<file path="config.mk">
export PLATFORM = sky130hd
export DESIGN_NAME = axi_lite_ipif_bridge_flat
export DESIGN_NICKNAME = d
export VERILOG_FILES = /design/src/rtl/axi_lite_ipif_bridge_pkg.sv /design/src/rtl/axi_lite_ipif_bridge_if.sv /design/src/rtl/axi_lite_arbiter.sv /design/src/rtl/axi_lite_ipif_bridge.sv /design/src/flat_wrapper.sv
export SDC_FILE = /design/constraint.sdc
export NUM_CORES = 1
export LEC_CHECK = 0
export ABC_AREA = 1
export BUFFER_PORTS_ARGS = -buffer_cell sky130_fd_sc_hd__buf_2
export CORE_MARGIN = 1.5
export CORE_UTILIZATION = 40
export CTS_CLUSTER_DIAMETER = 150
export DETAILED_ROUTE_END_ITERATION = 12
export PLACE_DENSITY_LB_ADDON = 0.08
export SYNTH_ARGS = -nofsm -noshare
export SYNTH_HDL_FRONTEND = slang
export SYNTH_SLANG_ARGS = --single-unit
</file>
<file path="constraint.sdc">
create_clock -name S_AXI_ACLK -period 2.26 [get_ports S_AXI_ACLK]
set_input_delay 0.226 -clock S_AXI_ACLK [delete_from_list [all_inputs] [get_ports S_AXI_ACLK]]
set_output_delay 0.226 -clock S_AXI_ACLK [all_outputs]
set_load 0.05 [all_outputs]
</file>
<file path="src/rtl/axi_lite_ipif_bridge_pkg.sv">
// Shared constants and FSM encoding for the AXI4-Lite to IPIF bridge.
package axi_lite_ipif_bridge_pkg;

    localparam logic [1:0] RESP_OKAY   = 2'b00;
    localparam logic [1:0] RESP_SLVERR = 2'b10;
    localparam logic [1:0] RESP_DECERR = 2'b11;

    localparam logic [31:0] TIMEOUT_RDATA = 32'hDEADBEEF;

    typedef enum logic [1:0] {
        StIdle   = 2'd0,
        StAccess = 2'd1,
        StResp   = 2'd2
    } state_e;

endpackage

</file>
<file path="src/rtl/axi_lite_ipif_bridge_if.sv">
// AXI4-Lite slave channels plus the IPIF master side of the bridge.
interface axi_lite_ipif_bridge_if #(
    parameter int unsigned C_S_AXI_ADDR_WIDTH = 32,
    parameter int unsigned C_S_AXI_DATA_WIDTH = 32
);
    logic [C_S_AXI_ADDR_WIDTH-1:0]   S_AXI_AWADDR;
    logic                            S_AXI_AWVALID;
    logic                            S_AXI_AWREADY;
    logic [C_S_AXI_DATA_WIDTH-1:0]   S_AXI_WDATA;
    logic [C_S_AXI_DATA_WIDTH/8-1:0] S_AXI_WSTRB;
    logic                            S_AXI_WVALID;
    logic                            S_AXI_WREADY;
    logic [1:0]                      S_AXI_BRESP;
    logic                            S_AXI_BVALID;
    logic                            S_AXI_BREADY;
    logic [C_S_AXI_ADDR_WIDTH-1:0]   S_AXI_ARADDR;
    logic                            S_AXI_ARVALID;
    logic                            S_AXI_ARREADY;
    logic [C_S_AXI_DATA_WIDTH-1:0]   S_AXI_RDATA;
    logic [1:0]                      S_AXI_RRESP;
    logic                            S_AXI_RVALID;
    logic                            S_AXI_RREADY;

    logic                            Bus2IP_Clk;
    logic                            Bus2IP_Resetn;
    logic [C_S_AXI_ADDR_WIDTH-1:0]   Bus2IP_Addr;
    logic                            Bus2IP_CS;
    logic                            Bus2IP_RNW;
    logic [C_S_AXI_DATA_WIDTH-1:0]   Bus2IP_Data;
    logic [C_S_AXI_DATA_WIDTH/8-1:0] Bus2IP_BE;
    logic [C_S_AXI_DATA_WIDTH-1:0]   IP2Bus_Data;
    logic                            IP2Bus_RdAck;
    logic                            IP2Bus_WrAck;
    logic                            IP2Bus_Error;

    // Bridge view: AXI slave, IPIF master.
    modport slave (
        input  S_AXI_AWADDR, S_AXI_AWVALID, S_AXI_WDATA, S_AXI_WSTRB, S_AXI_WVALID,
        input  S_AXI_BREADY, S_AXI_ARADDR, S_AXI_ARVALID, S_AXI_RREADY,
        output S_AXI_AWREADY, S_AXI_WREADY, S_AXI_BRESP, S_AXI_BVALID,
        output S_AXI_ARREADY, S_AXI_RDATA, S_AXI_RRESP, S_AXI_RVALID,
        output Bus2IP_Clk, Bus2IP_Resetn, Bus2IP_Addr, Bus2IP_CS, Bus2IP_RNW,
        output Bus2IP_Data, Bus2IP_BE,
        input  IP2Bus_Data, IP2Bus_RdAck, IP2Bus_WrAck, IP2Bus_Error
    );

    // Environment view: AXI master and IPIF register-file stage.
    modport master (
        output S_AXI_AWADDR, S_AXI_AWVALID, S_AXI_WDATA, S_AXI_WSTRB, S_AXI_WVALID,
        output S_AXI_BREADY, S_AXI_ARADDR, S_AXI_ARVALID, S_AXI_RREADY,
        input  S_AXI_AWREADY, S_AXI_WREADY, S_AXI_BRESP, S_AXI_BVALID,
        input  S_AXI_ARREADY, S_AXI_RDATA, S_AXI_RRESP, S_AXI_RVALID,
        input  Bus2IP_Clk, Bus2IP_Resetn, Bus2IP_Addr, Bus2IP_CS, Bus2IP_RNW,
        input  Bus2IP_Data, Bus2IP_BE,
        output IP2Bus_Data, IP2Bus_RdAck, IP2Bus_WrAck, IP2Bus_Error
    );

endinterface

</file>
<file path="src/rtl/axi_lite_arbiter.sv">
// Two-way read/write round-robin; the history bit only moves on contested grants.
module axi_lite_arbiter (
    input  logic clk_i,
    input  logic rst_ni,
    input  logic rd_req_i,
    input  logic wr_req_i,
    output logic grant_rd_o,
    output logic grant_wr_o
);

    logic last_was_write_q, last_was_write_d;

    always_comb begin
        grant_wr_o       = wr_req_i && (!rd_req_i || !last_was_write_q);
        grant_rd_o       = rd_req_i && (!wr_req_i || last_was_write_q);
        last_was_write_d = last_was_write_q;
        if (rd_req_i && wr_req_i) begin
            last_was_write_d = grant_wr_o;
        end
    end

    always_ff @(posedge clk_i) begin
        if (!rst_ni) begin
            last_was_write_q <= 1'b0;
        end else begin
            last_was_write_q <= last_was_write_d;
        end
    end

endmodule

</file>
<file path="src/rtl/axi_lite_ipif_bridge.sv">
// AXI4-Lite slave that serialises reads/writes into single IPIF accesses with
// window decode, ack-to-response conversion and an ack timeout.
module axi_lite_ipif_bridge
    import axi_lite_ipif_bridge_pkg::*;
#(
    parameter int unsigned                  C_S_AXI_DATA_WIDTH = 32,
    parameter int unsigned                  C_S_AXI_ADDR_WIDTH = 32,
    parameter logic [C_S_AXI_ADDR_WIDTH-1:0] C_BASEADDR        = 32'hFFFFFFFF,
    parameter logic [C_S_AXI_ADDR_WIDTH-1:0] C_HIGHADDR        = 32'h00000000,
    parameter int unsigned                  C_TIMEOUT          = 16
) (
    input logic                   S_AXI_ACLK,
    input logic                   S_AXI_ARESETN,
    axi_lite_ipif_bridge_if.slave bus
);

    localparam int unsigned AW = C_S_AXI_ADDR_WIDTH;
    localparam int unsigned DW = C_S_AXI_DATA_WIDTH;
    localparam int unsigned SW = C_S_AXI_DATA_WIDTH / 8;
    localparam logic [7:0]  TimeoutLast = 8'(C_TIMEOUT - 1);

    state_e          state_q, state_d;
    logic            aw_held_q, aw_held_d;
    logic [AW-1:0]   aw_addr_q, aw_addr_d;
    logic            w_held_q, w_held_d;
    logic [DW-1:0]   w_data_q, w_data_d;
    logic [SW-1:0]   w_strb_q, w_strb_d;
    logic            cs_q, cs_d;
    logic            rnw_q, rnw_d;
    logic [AW-1:0]   addr_q, addr_d;
    logic [DW-1:0]   data_q, data_d;
    logic [SW-1:0]   be_q, be_d;
    logic [1:0]      resp_q, resp_d;
    logic [DW-1:0]   rdata_q, rdata_d;
    logic            bvalid_q, bvalid_d;
    logic            rvalid_q, rvalid_d;
    logic [7:0]      timer_q, timer_d;

    logic            idle;
    logic            awready, wready, arready;
    logic            aw_hs, w_hs, wr_pend;
    logic            grant_rd, grant_wr;
    logic [AW-1:0]   wr_addr, launch_addr;
    logic [DW-1:0]   wr_data;
    logic [SW-1:0]   wr_strb;
    logic            in_win, ack;

    // Gate with reset so every READY reads 0 while reset is held.
    assign idle    = (state_q == StIdle) && S_AXI_ARESETN;
    assign awready = idle && !aw_held_q;
    assign wready  = idle && !w_held_q;
    assign aw_hs   = awready && bus.S_AXI_AWVALID;
    assign w_hs    = wready && bus.S_AXI_WVALID;
    assign wr_pend = (aw_held_q || aw_hs) && (w_held_q || w_hs);
    assign arready = idle && !grant_wr;

    axi_lite_arbiter u_arbiter (
        .clk_i      (S_AXI_ACLK),
        .rst_ni     (S_AXI_ARESETN),
        .rd_req_i   (idle && bus.S_AXI_ARVALID),
        .wr_req_i   (idle && wr_pend),
        .grant_rd_o (grant_rd),
        .grant_wr_o (grant_wr)
    );

    assign wr_addr     = aw_held_q ? aw_addr_q : bus.S_AXI_AWADDR;
    assign wr_data     = w_held_q ? w_data_q : bus.S_AXI_WDATA;
    assign wr_strb     = w_held_q ? w_strb_q : bus.S_AXI_WSTRB;
    assign launch_addr = grant_wr ? wr_addr : bus.S_AXI_ARADDR;
    assign in_win      = (launch_addr >= C_BASEADDR) && (launch_addr <= C_HIGHADDR);
    assign ack         = rnw_q ? bus.IP2Bus_RdAck : bus.IP2Bus_WrAck;

    always_comb begin
        state_d   = state_q;
        aw_held_d = aw_held_q;
        aw_addr_d = aw_addr_q;
        w_held_d  = w_held_q;
        w_data_d  = w_data_q;
        w_strb_d  = w_strb_q;
        cs_d      = cs_q;
        rnw_d     = rnw_q;
        addr_d    = addr_q;
        data_d    = data_q;
        be_d      = be_q;
        resp_d    = resp_q;
        rdata_d   = rdata_q;
        bvalid_d  = bvalid_q;
        rvalid_d  = rvalid_q;
        timer_d   = timer_q;

        if (aw_hs) begin
            aw_held_d = 1'b1;
            aw_addr_d = bus.S_AXI_AWADDR;
        end
        if (w_hs) begin
            w_held_d = 1'b1;
            w_data_d = bus.S_AXI_WDATA;
            w_strb_d = bus.S_AXI_WSTRB;
        end

        unique case (state_q)
            StIdle: begin
                if (grant_wr || grant_rd) begin
                    addr_d = launch_addr;
                    rnw_d  = grant_rd;
                    if (grant_wr) begin
                        data_d = wr_data;
                        be_d   = wr_strb;
                    end
                    if (in_win) begin
                        state_d = StAccess;
                        cs_d    = 1'b1;
                        timer_d = '0;
                    end else begin
                        state_d  = StResp;
                        resp_d   = RESP_DECERR;
                        bvalid_d = grant_wr;
                        rvalid_d = grant_rd;
                        if (grant_rd) begin
                            rdata_d = '0;
                        end
                    end
                end
            end
            StAccess: begin
                timer_d = timer_q + 8'd1;
                if (ack) begin
                    state_d  = StResp;
                    cs_d     = 1'b0;
                    resp_d   = bus.IP2Bus_Error ? RESP_SLVERR : RESP_OKAY;
                    bvalid_d = !rnw_q;
                    rvalid_d = rnw_q;
                    if (rnw_q) begin
                        rdata_d = bus.IP2Bus_Data;
                    end
                end else if (timer_q == TimeoutLast) begin
                    state_d  = StResp;
                    cs_d     = 1'b0;
                    resp_d   = RESP_SLVERR;
                    bvalid_d = !rnw_q;
                    rvalid_d = rnw_q;
                    if (rnw_q) begin
                        rdata_d = TIMEOUT_RDATA;
                    end
                end
            end
            StResp: begin
                if (rnw_q && bus.S_AXI_RREADY) begin
                    state_d  = StIdle;
                    rvalid_d = 1'b0;
                end else if (!rnw_q && bus.S_AXI_BREADY) begin
                    state_d   = StIdle;
                    bvalid_d  = 1'b0;
                    aw_held_d = 1'b0;
                    w_held_d  = 1'b0;
                end
            end
            default: state_d = StIdle;
        endcase
    end

    always_ff @(posedge S_AXI_ACLK) begin
        if (!S_AXI_ARESETN) begin
            state_q   <= StIdle;
            aw_held_q <= 1'b0;
            aw_addr_q <= '0;
            w_held_q  <= 1'b0;
            w_data_q  <= '0;
            w_strb_q  <= '0;
            cs_q      <= 1'b0;
            rnw_q     <= 1'b1;
            addr_q    <= '0;
            data_q    <= '0;
            be_q      <= '0;
            resp_q    <= RESP_OKAY;
            rdata_q   <= '0;
            bvalid_q  <= 1'b0;
            rvalid_q  <= 1'b0;
            timer_q   <= '0;
        end else begin
            state_q   <= state_d;
            aw_held_q <= aw_held_d;
            aw_addr_q <= aw_addr_d;
            w_held_q  <= w_held_d;
            w_data_q  <= w_data_d;
            w_strb_q  <= w_strb_d;
            cs_q      <= cs_d;
            rnw_q     <= rnw_d;
            addr_q    <= addr_d;
            data_q    <= data_d;
            be_q      <= be_d;
            resp_q    <= resp_d;
            rdata_q   <= rdata_d;
            bvalid_q  <= bvalid_d;
            rvalid_q  <= rvalid_d;
            timer_q   <= timer_d;
        end
    end

    assign bus.S_AXI_AWREADY = awready;
    assign bus.S_AXI_WREADY  = wready;
    assign bus.S_AXI_ARREADY = arready;
    assign bus.S_AXI_BRESP   = resp_q;
    assign bus.S_AXI_BVALID  = bvalid_q;
    assign bus.S_AXI_RRESP   = resp_q;
    assign bus.S_AXI_RDATA   = rdata_q;
    assign bus.S_AXI_RVALID  = rvalid_q;
    assign bus.Bus2IP_Clk    = S_AXI_ACLK;
    assign bus.Bus2IP_Resetn = S_AXI_ARESETN;
    assign bus.Bus2IP_Addr   = addr_q;
    assign bus.Bus2IP_CS     = cs_q;
    assign bus.Bus2IP_RNW    = rnw_q;
    assign bus.Bus2IP_Data   = data_q;
    assign bus.Bus2IP_BE     = be_q;

endmodule

</file>
<file path="src/flat_wrapper.sv">
// flat-port wrapper written by rule: the top's interface ports become plain ports
module axi_lite_ipif_bridge_flat import axi_lite_ipif_bridge_pkg::*;
#(
    parameter int unsigned                  C_S_AXI_DATA_WIDTH = 32,
    parameter int unsigned                  C_S_AXI_ADDR_WIDTH = 32,
    parameter logic [C_S_AXI_ADDR_WIDTH-1:0] C_BASEADDR        = 32'hFFFFFFFF,
    parameter logic [C_S_AXI_ADDR_WIDTH-1:0] C_HIGHADDR        = 32'h00000000,
    parameter int unsigned                  C_TIMEOUT          = 16
)
  (S_AXI_ACLK, S_AXI_ARESETN, bus_S_AXI_AWADDR, bus_S_AXI_AWVALID, bus_S_AXI_WDATA, bus_S_AXI_WSTRB, bus_S_AXI_WVALID, bus_S_AXI_BREADY, bus_S_AXI_ARADDR, bus_S_AXI_ARVALID, bus_S_AXI_RREADY, bus_S_AXI_AWREADY, bus_S_AXI_WREADY, bus_S_AXI_BRESP, bus_S_AXI_BVALID, bus_S_AXI_ARREADY, bus_S_AXI_RDATA, bus_S_AXI_RRESP, bus_S_AXI_RVALID, bus_Bus2IP_Clk, bus_Bus2IP_Resetn, bus_Bus2IP_Addr, bus_Bus2IP_CS, bus_Bus2IP_RNW, bus_Bus2IP_Data, bus_Bus2IP_BE, bus_IP2Bus_Data, bus_IP2Bus_RdAck, bus_IP2Bus_WrAck, bus_IP2Bus_Error);
  axi_lite_ipif_bridge_if #(.C_S_AXI_ADDR_WIDTH(C_S_AXI_ADDR_WIDTH), .C_S_AXI_DATA_WIDTH(C_S_AXI_DATA_WIDTH)) bus_i ();
  input logic S_AXI_ACLK;
  input logic S_AXI_ARESETN;
  input wire logic [$bits(bus_i.S_AXI_AWADDR)-1:0] bus_S_AXI_AWADDR;
  input wire logic [$bits(bus_i.S_AXI_AWVALID)-1:0] bus_S_AXI_AWVALID;
  input wire logic [$bits(bus_i.S_AXI_WDATA)-1:0] bus_S_AXI_WDATA;
  input wire logic [$bits(bus_i.S_AXI_WSTRB)-1:0] bus_S_AXI_WSTRB;
  input wire logic [$bits(bus_i.S_AXI_WVALID)-1:0] bus_S_AXI_WVALID;
  input wire logic [$bits(bus_i.S_AXI_BREADY)-1:0] bus_S_AXI_BREADY;
  input wire logic [$bits(bus_i.S_AXI_ARADDR)-1:0] bus_S_AXI_ARADDR;
  input wire logic [$bits(bus_i.S_AXI_ARVALID)-1:0] bus_S_AXI_ARVALID;
  input wire logic [$bits(bus_i.S_AXI_RREADY)-1:0] bus_S_AXI_RREADY;
  output wire logic [$bits(bus_i.S_AXI_AWREADY)-1:0] bus_S_AXI_AWREADY;
  output wire logic [$bits(bus_i.S_AXI_WREADY)-1:0] bus_S_AXI_WREADY;
  output wire logic [$bits(bus_i.S_AXI_BRESP)-1:0] bus_S_AXI_BRESP;
  output wire logic [$bits(bus_i.S_AXI_BVALID)-1:0] bus_S_AXI_BVALID;
  output wire logic [$bits(bus_i.S_AXI_ARREADY)-1:0] bus_S_AXI_ARREADY;
  output wire logic [$bits(bus_i.S_AXI_RDATA)-1:0] bus_S_AXI_RDATA;
  output wire logic [$bits(bus_i.S_AXI_RRESP)-1:0] bus_S_AXI_RRESP;
  output wire logic [$bits(bus_i.S_AXI_RVALID)-1:0] bus_S_AXI_RVALID;
  output wire logic [$bits(bus_i.Bus2IP_Clk)-1:0] bus_Bus2IP_Clk;
  output wire logic [$bits(bus_i.Bus2IP_Resetn)-1:0] bus_Bus2IP_Resetn;
  output wire logic [$bits(bus_i.Bus2IP_Addr)-1:0] bus_Bus2IP_Addr;
  output wire logic [$bits(bus_i.Bus2IP_CS)-1:0] bus_Bus2IP_CS;
  output wire logic [$bits(bus_i.Bus2IP_RNW)-1:0] bus_Bus2IP_RNW;
  output wire logic [$bits(bus_i.Bus2IP_Data)-1:0] bus_Bus2IP_Data;
  output wire logic [$bits(bus_i.Bus2IP_BE)-1:0] bus_Bus2IP_BE;
  input wire logic [$bits(bus_i.IP2Bus_Data)-1:0] bus_IP2Bus_Data;
  input wire logic [$bits(bus_i.IP2Bus_RdAck)-1:0] bus_IP2Bus_RdAck;
  input wire logic [$bits(bus_i.IP2Bus_WrAck)-1:0] bus_IP2Bus_WrAck;
  input wire logic [$bits(bus_i.IP2Bus_Error)-1:0] bus_IP2Bus_Error;
  assign bus_i.S_AXI_AWADDR = bus_S_AXI_AWADDR;
  assign bus_i.S_AXI_AWVALID = bus_S_AXI_AWVALID;
  assign bus_i.S_AXI_WDATA = bus_S_AXI_WDATA;
  assign bus_i.S_AXI_WSTRB = bus_S_AXI_WSTRB;
  assign bus_i.S_AXI_WVALID = bus_S_AXI_WVALID;
  assign bus_i.S_AXI_BREADY = bus_S_AXI_BREADY;
  assign bus_i.S_AXI_ARADDR = bus_S_AXI_ARADDR;
  assign bus_i.S_AXI_ARVALID = bus_S_AXI_ARVALID;
  assign bus_i.S_AXI_RREADY = bus_S_AXI_RREADY;
  assign bus_S_AXI_AWREADY = bus_i.S_AXI_AWREADY;
  assign bus_S_AXI_WREADY = bus_i.S_AXI_WREADY;
  assign bus_S_AXI_BRESP = bus_i.S_AXI_BRESP;
  assign bus_S_AXI_BVALID = bus_i.S_AXI_BVALID;
  assign bus_S_AXI_ARREADY = bus_i.S_AXI_ARREADY;
  assign bus_S_AXI_RDATA = bus_i.S_AXI_RDATA;
  assign bus_S_AXI_RRESP = bus_i.S_AXI_RRESP;
  assign bus_S_AXI_RVALID = bus_i.S_AXI_RVALID;
  assign bus_Bus2IP_Clk = bus_i.Bus2IP_Clk;
  assign bus_Bus2IP_Resetn = bus_i.Bus2IP_Resetn;
  assign bus_Bus2IP_Addr = bus_i.Bus2IP_Addr;
  assign bus_Bus2IP_CS = bus_i.Bus2IP_CS;
  assign bus_Bus2IP_RNW = bus_i.Bus2IP_RNW;
  assign bus_Bus2IP_Data = bus_i.Bus2IP_Data;
  assign bus_Bus2IP_BE = bus_i.Bus2IP_BE;
  assign bus_i.IP2Bus_Data = bus_IP2Bus_Data;
  assign bus_i.IP2Bus_RdAck = bus_IP2Bus_RdAck;
  assign bus_i.IP2Bus_WrAck = bus_IP2Bus_WrAck;
  assign bus_i.IP2Bus_Error = bus_IP2Bus_Error;
  axi_lite_ipif_bridge #(.C_S_AXI_DATA_WIDTH(C_S_AXI_DATA_WIDTH), .C_S_AXI_ADDR_WIDTH(C_S_AXI_ADDR_WIDTH), .C_BASEADDR(C_BASEADDR), .C_HIGHADDR(C_HIGHADDR), .C_TIMEOUT(C_TIMEOUT)) u_core (.S_AXI_ACLK(S_AXI_ACLK), .S_AXI_ARESETN(S_AXI_ARESETN), .bus(bus_i));
endmodule
</file>
* After elaboration in Yosys (flattened, before gate mapping)
Cells that the tools add are included.
** Storage, ports and cells
- Flip-flop bits (word level) :: 187
- Bits of input ports :: 142
- Logic and storage cells :: 126
** Operators by class
- Add/sub/neg operators :: 1
- $lt $le $gt $ge :: 2
- Equal/unequal tests :: 13
- Muxes and demuxes :: 54
- Reduce and logical (&&, ||, !) cells :: 39
** Operators with widths (count)
- 32-bit two-way mux :: 10
- 32-bit case mux with 2 select lines :: 1
- 32-bit >= comparator (second input constant) :: 1
- 32-bit by 1-bit <= comparator with 1-bit output (second input constant) :: 1
- 1-bit two-way mux :: 24
- 2-bit two-way mux :: 10
- 8-bit two-way mux :: 2
- 8-bit case mux with 2 select lines :: 1
- 1-bit logical AND :: 15
- 6-bit AND reduction :: 2
- 2-bit by 1-bit inequality test with 1-bit output (second input constant) :: 5
- 3-bit AND reduction :: 3
- 8-bit by 1-bit adder with 8-bit output (second input constant) :: 1
- 8-bit by 4-bit == test with 1-bit output (second input constant) :: 1
- 4-bit AND reduction :: 2
- 1-bit logical NOT :: 7
- 2-bit inequality test (second input constant) :: 3
- 3-bit by 1-bit inequality test with 1-bit output (second input constant) :: 2
- 1-bit case mux with 3 select lines :: 2
- 2-bit case mux with 3 select lines :: 1
- 1-bit logical OR :: 5
- 5-bit AND reduction :: 1
- 4-bit two-way mux :: 1
- 2-bit case mux with 2 select lines :: 1
- 7 further kinds :: 7

* Logic depth before layout (Yosys ltp)
Gate-level depths: netlist of the first run.
- Depth in word-level cells :: 14
- Gate-level depth with buffers :: 13
- Gate-level depth less buffers :: 12

* Hierarchy
From an unflattened synthesis of the first run, not the netlist that was laid out.
** Unflattened totals
- Cell total of the unflattened synthesis :: 1096
- Area total of the unflattened synthesis :: 8025.2 um^2
** Modules (own cells, without submodules)
- axi_lite_ipif_bridge :: times used 1, cells each 1088, area each 7968.9 um^2
- axi_lite_arbiter :: times used 1, cells each 8, area each 56.3 um^2

==> summary.txt, run 1 <==
Finish
  – Share of cells above drive strength 1: 24.1%
  – Fin area: 11500 um2
  – NumNets Final: 1604
  – Synth-to-layout area growth: 35.8%
  – Fillers: 2067
  – Storage cell area: 3750 um2
  – Area of the multi-input gates: 3760 um2
  – Layout Utilization: 55.9%

Critical path
  – Reg2Reg Depth: 11
  – Critical path type: reg -> out
  – CP cell instances: inv_2 > ha_4 > nand2_4 > nor2_2 > buf_12 > buf_2
  – Buf/Inv on CP: 3
  – Setup crit end kind: primary output
  – Startpoint types: flop
  – Slowest stage delay, CP: 340 ps
  – WP depth: 6
  – Slowest stage cell, crit path: dfxtp_2
  – Arrival time worst endpoint: 1950 ps
  – Crit path required time: 2030 ps
  – CP delay by family, top: buffers and inverters
  – Worst-path fanout max: 37

Timing
  – Max-slew violations: 0
  – Worst slew pin tran: 663 ps
  – TNS Setup: 0 ps
  – Final hold vios: 0
  – Max-slew headroom: 55.8%
  – Layout Skew: 13.6 ps
  – Minimum clock period: 2170 ps
  – Tcrit/Tclk final: 96.1%
  – Setup Viol. Count Final: 0
  – Max Clk Rate: 0.460 GHz

Synthesis
  – Synthesized flop and latch total: 187
  – Synth Area per Inst: 7.23 um2
  – Fraction of the mapped netlist area in adder cells: 0.741%
  – Cell Area, Synth: 8440 um2
  – Yosys top cell area share: 44.4%
  – Post-synthesis mux area share: 4.27%
  – Count of cell types in the netlist: 28
  – Mapped Nets: 1314
  – Leading area contributor after synthesis: dfxtp_1
  – Simple-gate share of the synthesized area: 20.7%
  – Xor and xnor fraction of the mapped netlist area: 0.104%
  – Register area share after synthesis: 44.4%
  – Synth Area in Compound Gates: 18.3%
  – Yosys Warn Count: 0
  – Largest family of logic cells by synthesized area: simple AND/OR/NAND/NOR gates
  – Synth Instances: 1167
  – Synth area leaders: dfxtp_1 44%, nand2_1 10%, o21ai_0 7.7%, a21oi_1 6.9%, inv_1 6.0%

Die
  – FP Rows: 52
  – Core box area: 20500 um2
  – Chip height: 148 um
  – IO Pins: 255
  – DIE AREA: 22000 um2
  – Initial Utilization: 41.2%
  – Die width: 148 um

Route
  – Routed wire length: 24600 um
  – TritonRoute pass-1 iters: 5
  – DR iter-0 viols: 403
  – DRC viols: 0
  – Vias per inst: 4.86
  – Drt wl/cell: 14.1 um
  – Post-route ant nets: 0
  – Via Count: 8464

Clocking
  – CTS tree: yes
  – Worst-skew pair later-pin latency: 540 ps
  – Reg clk slew, reported paths: 70 ps

Power
  – P_int: 6.17 mW
  – Clock power frac: 37.5%
  – P per Cell Area: 806 nW/um2
  – P_sw: 3.07 mW
  – Sw frac: 33.3%
  – Sequential share of power: 39.6%
  – Logic pwr share: 22.9%
  – Final Power: 9.24 mW
  – Leak: 5.41 nW
  – Max VDD drop: 0.528 mV

Min path
  – Hold Crit Class: in -> reg
  – Hold Crit Depth: 3

Outcome
  – Status: complete, no violations

GRT
  – Global-route wire length before repair: 39400 um
  – Initial antenna violation count: 1
  – Vias in the first global route: 7893
  – Total GRT Usage: 22.3%
  – Total gr overflow: 0
  – Largest net degree at the start of global routing: 143

Placed design
  – Placer Congestion: 0.832
  – Placed cell area: 9940 um2
  – DP HPWL: 15800 um
  – IO buf count: 254

Run
  – Max-Cap Viols: 0
-- power groups by stage --
stage	logic [mW]	clock network [mW]	registers (mW)
floorplan	0.870	0.0954	4.29
global placement	1.97	0.0844	3.74
detailed placement	1.98	0.0844	3.74
CTS	2.10	3.55	3.66
global route	2.31	3.70	3.69
finish	2.11	3.47	3.66
-- cells by family after synthesis --
kind of cell	Yosys count
simple gates	408
compound gates	287
buf+inv	243
flops	187
mux	36
fa+ha+maj	5
xor+xnor	1
-- synth_stat cells, drive strengths merged --
master  instances
nand2         238
buf            36
o21ai         133
xor2            1
nand4          34
inv           147
dfxtp         187
nand3          82
nor3            3
nor2           50
clkbuf         54
ha              5
mux2i          36
a31oi           1
a21oi         118
nor3b           1
o21a            1
o211ai         33
clkinv          6
o21bai          1
-- per-stage QoR --
stage	hold WS [ps]	std cells	setup slack, ps
after floorplan	391	1167	233
after global routing	6.57	1740	-4.99
after global placement	429	1627	190
after detailed placement	430	1627	180
after CTS	0.936	1731	4.55
final	3.29	1741	88.1
-- placed cells by master (no fill, tap or decap), drive strengths merged, types with 2 or more instances in the layout --
master       instances
dlygate4sd3         68
dfxtp              187
o21ai              133
buf                289
ha                   5
inv                155
nand4               34
mux2i               36
nor3                 3
clkinv               8
bufinv               2
nand3               82
clkbuf              22
a21oi              118
nand2              238
nor2                50
clkinvlp             2
o211ai              33
-- tightest hold or removal path, stage by stage --
cell	delay, ps
buf_2	90
o21ai_0	70
a21oi_1	110
-- area by class of cell --
type	instances	area share (%)
Clock inverter	14	1.52
Inverter	153	5.01
Timing Repair Buffer	357	20.4
Antenna cell	1	0.0218
Clock buffer	22	4.53
Multi-Input combinational cell	737	32.8
Sequential cell	187	32.7
Tap cell	270	2.95
-- state kept, by name (all words and copies together), names as in the netlist --
| name | cells |
|---|---|
| u_core.aw_addr_q | 32 |
| u_core.bus.Bus2IP_Addr | 32 |
| u_core.bus.Bus2IP_Data | 32 |
| u_core.bus.S_AXI_RDATA | 32 |
| u_core.w_data_q | 32 |
| u_core.timer_q | 8 |
| u_core.bus.Bus2IP_BE | 4 |
| u_core.w_strb_q | 4 |
| u_core.bus.S_AXI_BRESP | 2 |
| u_core.state_q | 2 |
| u_core.aw_held_q | 1 |
| u_core.bus.Bus2IP_CS | 1 |
| u_core.bus.Bus2IP_RNW | 1 |
| u_core.bus.S_AXI_BVALID | 1 |
| u_core.bus.S_AXI_RVALID | 1 |
| u_core.u_arbiter.last_was_write_q | 1 |
| u_core.w_held_q | 1 |
-- path summary, 6_finish.rpt --
kind | slack, ps | from | to
worst min register to register | 440 | u_core.bus.Bus2IP_CS | u_core.bus.Bus2IP_CS
worst max-delay path | 90 | u_core.state_q[1] | bus_S_AXI_WREADY
worst min-delay path | 3 | bus_S_AXI_AWADDR[21] | u_core.aw_addr_q[21]
worst max register to register | 220 | u_core.bus.Bus2IP_RNW | u_core.bus.S_AXI_RDATA[15]
-- what timing repair did --
| item | 4_1_cts | 5_1_grt |
|---|---|---|
| setup buffers | 1 | 8 |
| hold endpoints to repair | 97 | 0 |
| endpoints found under the setup margin | 2 | 2 |
| pin swaps | 1 | 3 |
| gates resized for setup | 13 | 2 |
| hold buffers | 68 | 0 |
| cloned | 0 | 1 |
-- metal layers --
layer | routed length [um] | up-vias | global-route usage (%)
met5 | 0 | - | 0
met4 | 263 | 0 | 6.39
met3 | 1620 | 17 | 5.15
met2 | 11700 | 247 | 38.2
met1 | 11000 | 3813 | 28.0
li1 | - | 4387 | -
Note: power is estimated with default switching activity, not from simulation.
==> run 2: changes to the inputs <==
Settings changed: CORE_ASPECT_RATIO from default to 0.8.
==> run 2 against run 1 <==
Against the previous run:
- first-iteration DRC count rose by 42%
- core utilization fell by 0.74 points
- non-clock buffer count fell by 3
==> summary.txt, run 2 (synthesis results as in run 1) <==
Outcome
  – Status: complete, no violations

Finish
  – Leading cell type in the layout, fill and taps excluded: buf_2
  – Most frequent cells in the layout: 251 x buf_2, 234 x nand2_1, 184 x dfxtp_1
  – NumNets Final: 1601
  – Synth-to-layout area growth: 35.4%
  – Fillers: 2002
  – Antenna Cells: 0
  – Share of cells above drive strength 1: 23.7%

Min path
  – Hold_sp: bus_S_AXI_ARADDR[4]
  – Hold Crit Class: in -> reg

Critical path
  – CP Launch Point: u_core.state_q[1]
  – Critical Path End: bus_S_AXI_ARREADY
  – Startpoint types: flop
  – Slowest stage cell, crit path: dfxtp_2
  – Arrival time worst endpoint: 1880 ps
  – Critical path type: reg -> out
  – Slowest stage delay, CP: 340 ps
  – CP cell instances: inv_2 > ha_4 > buf_4 > nand4_1 > nand3_4 > buf_6 > nand2_1 > inv_1 > buf_6
  – Crit path required time: 2030 ps
  – Setup crit end kind: primary output
  – CP most frequent cell: buf_6
  – CP delay by family, top: buffers and inverters
  – R2R Path End: u_core.bus.S_AXI_RDATA[18]
  – Buf/Inv on CP: 5
  – Worst-path fanout max: 10
  – WP depth: 9
  – Reg2reg setup slack: 280 ps
  – Worst r2r src: u_core.bus.Bus2IP_RNW
  – Reg2Reg Depth: 11

GRT
  – Vias in the first global route: 7676
  – Global-route wire length before repair: 38800 um
  – Total GRT Usage: 22.2%
  – Total gr overflow: 0
  – Largest net degree at the start of global routing: 67
  – Initial antenna violation count: 0

Timing
  – Final hold slack: 22.5 ps
  – Tcrit/Tclk final: 93.2%
  – Worst slew pin tran: 657 ps
  – RSZ-0062 raised after global routing: false
  – Layout Skew: 15.7 ps
  – Final hold vios: 0
  – TNS Setup: 0 ps
  – Max-slew headroom: 56.2%
  – Max Clk Rate: 0.475 GHz
  – Max-slew violations: 0
  – Setup Viol. Count Final: 0
  – Minimum clock period: 2110 ps

Placed design
  – IO buf count: 254
  – DP HPWL: 15800 um
  – Placer Congestion: 0.821

Die
  – FP Rows: 47
  – Initial Utilization: 40.8%
  – Chip height: 133 um
  – DIE AREA: 22000 um2
  – Die width: 165 um
  – Core box area: 20700 um2
  – IO Pins: 255

Route
  – Post-route ant nets: 0
  – DR iter-0 viols: 572
  – Routed wire length: 24500 um
  – Via Count: 8423
  – TritonRoute pass-1 iters: 5
  – DRC viols: 0
  – Vias per inst: 4.85
  – Drt wl/cell: 14.1 um

Power
  – P per Cell Area: 808 nW/um2
  – Max VDD drop: 0.465 mV
  – Leak: 5.39 nW

Run
  – Max-Cap Viols: 0

Clocking
  – Worst-skew pair later-pin latency: 540 ps
  – Reg clk slew, reported paths: 80 ps
  – CTS tree: yes
[run 2: changes by cell type in the layout (fill, tap and decap cells not counted), sizes merged]
cell         change
clkinv           +5
buf              -4
clkbuf           -2
clkinvlp         -2
dlygate4sd3      +2
bufinv           -1
diode            -1
inv              -1
[run 2: tightest hold or removal path, cell delays in order]
cell	delay [ps]
buf_2	70
nand2_1	40
nand3_1	70
o211ai_1	70
inv_1	50
[run 2: final cells by class]
cell class,count,area (um2),area share (%)
multi-input combinational,737,3760,32.9
sequential,187,3750,32.8
timing repair buffer,354,2310,20.2
inverter,153,574,5.03
clock buffer,21,505,4.42
tap,269,337,2.95
clock inverter,15,193,1.69
[run 2: worst min-delay path by stage]
stage | end | slack [ps] | cells after the start
6_report | u_core.bus.Bus2IP_Addr[4] | 20 | 5
5_1_grt | u_core.bus.Bus2IP_Addr[8] | 30 | 5
4_1_cts | u_core.bus.Bus2IP_Addr[12] | 4 | 5
3_5_place_dp | u_core.bus.Bus2IP_CS | 430 | 2
3_3_place_gp | u_core.bus.Bus2IP_CS | 430 | 2
2_1_floorplan | u_core.w_data_q[0] | 390 | 2
[run 2: metal layers]
| layer | track usage [%] | vias to the layer above | share of wire, % |
|---|---|---|---|
| met3 | 5.80 | 15 | 7.0 |
| li1 | - | 4387 | - |
| met4 | 5.46 | 0 | 0.89 |
| met5 | 0 | - | 0 |
| met1 | 30.9 | 3766 | 48 |
| met2 | 34.1 | 255 | 44 |
[run 2: stage by stage]
stage               std cells  utilization [%]  setup slack (ps)  power [mW]  cell area, um2
finish                   1736             55.2               153        9.23           11400
global route             1736             55.2              36.3        9.67           11400
CTS                      1736             55.1              14.6        9.32           11400
detailed placement       1630             48.2               145        5.82            9970
global placement         1630             48.2               226        5.81            9970
floorplan                1167                -               233        5.26            8440
[run 2: what timing repair did]
item | 4_1_cts | 5_1_grt
hold buffers | 70 | 0
buffers inserted | 1 | 0
endpoints found under the setup margin | 2 | 2
endpoints found under the hold margin | 101 | 0
cloned | 0 | 0
pin swaps | 1 | 2
gates resized for setup | 9 | 5
[run 2: power breakdown]
part / switching, mW / internal (mW)
registers: 0.119 / 3.54
clock network: 1.61 / 1.84
logic: 1.44 / 0.669
total: 3.17 / 6.06
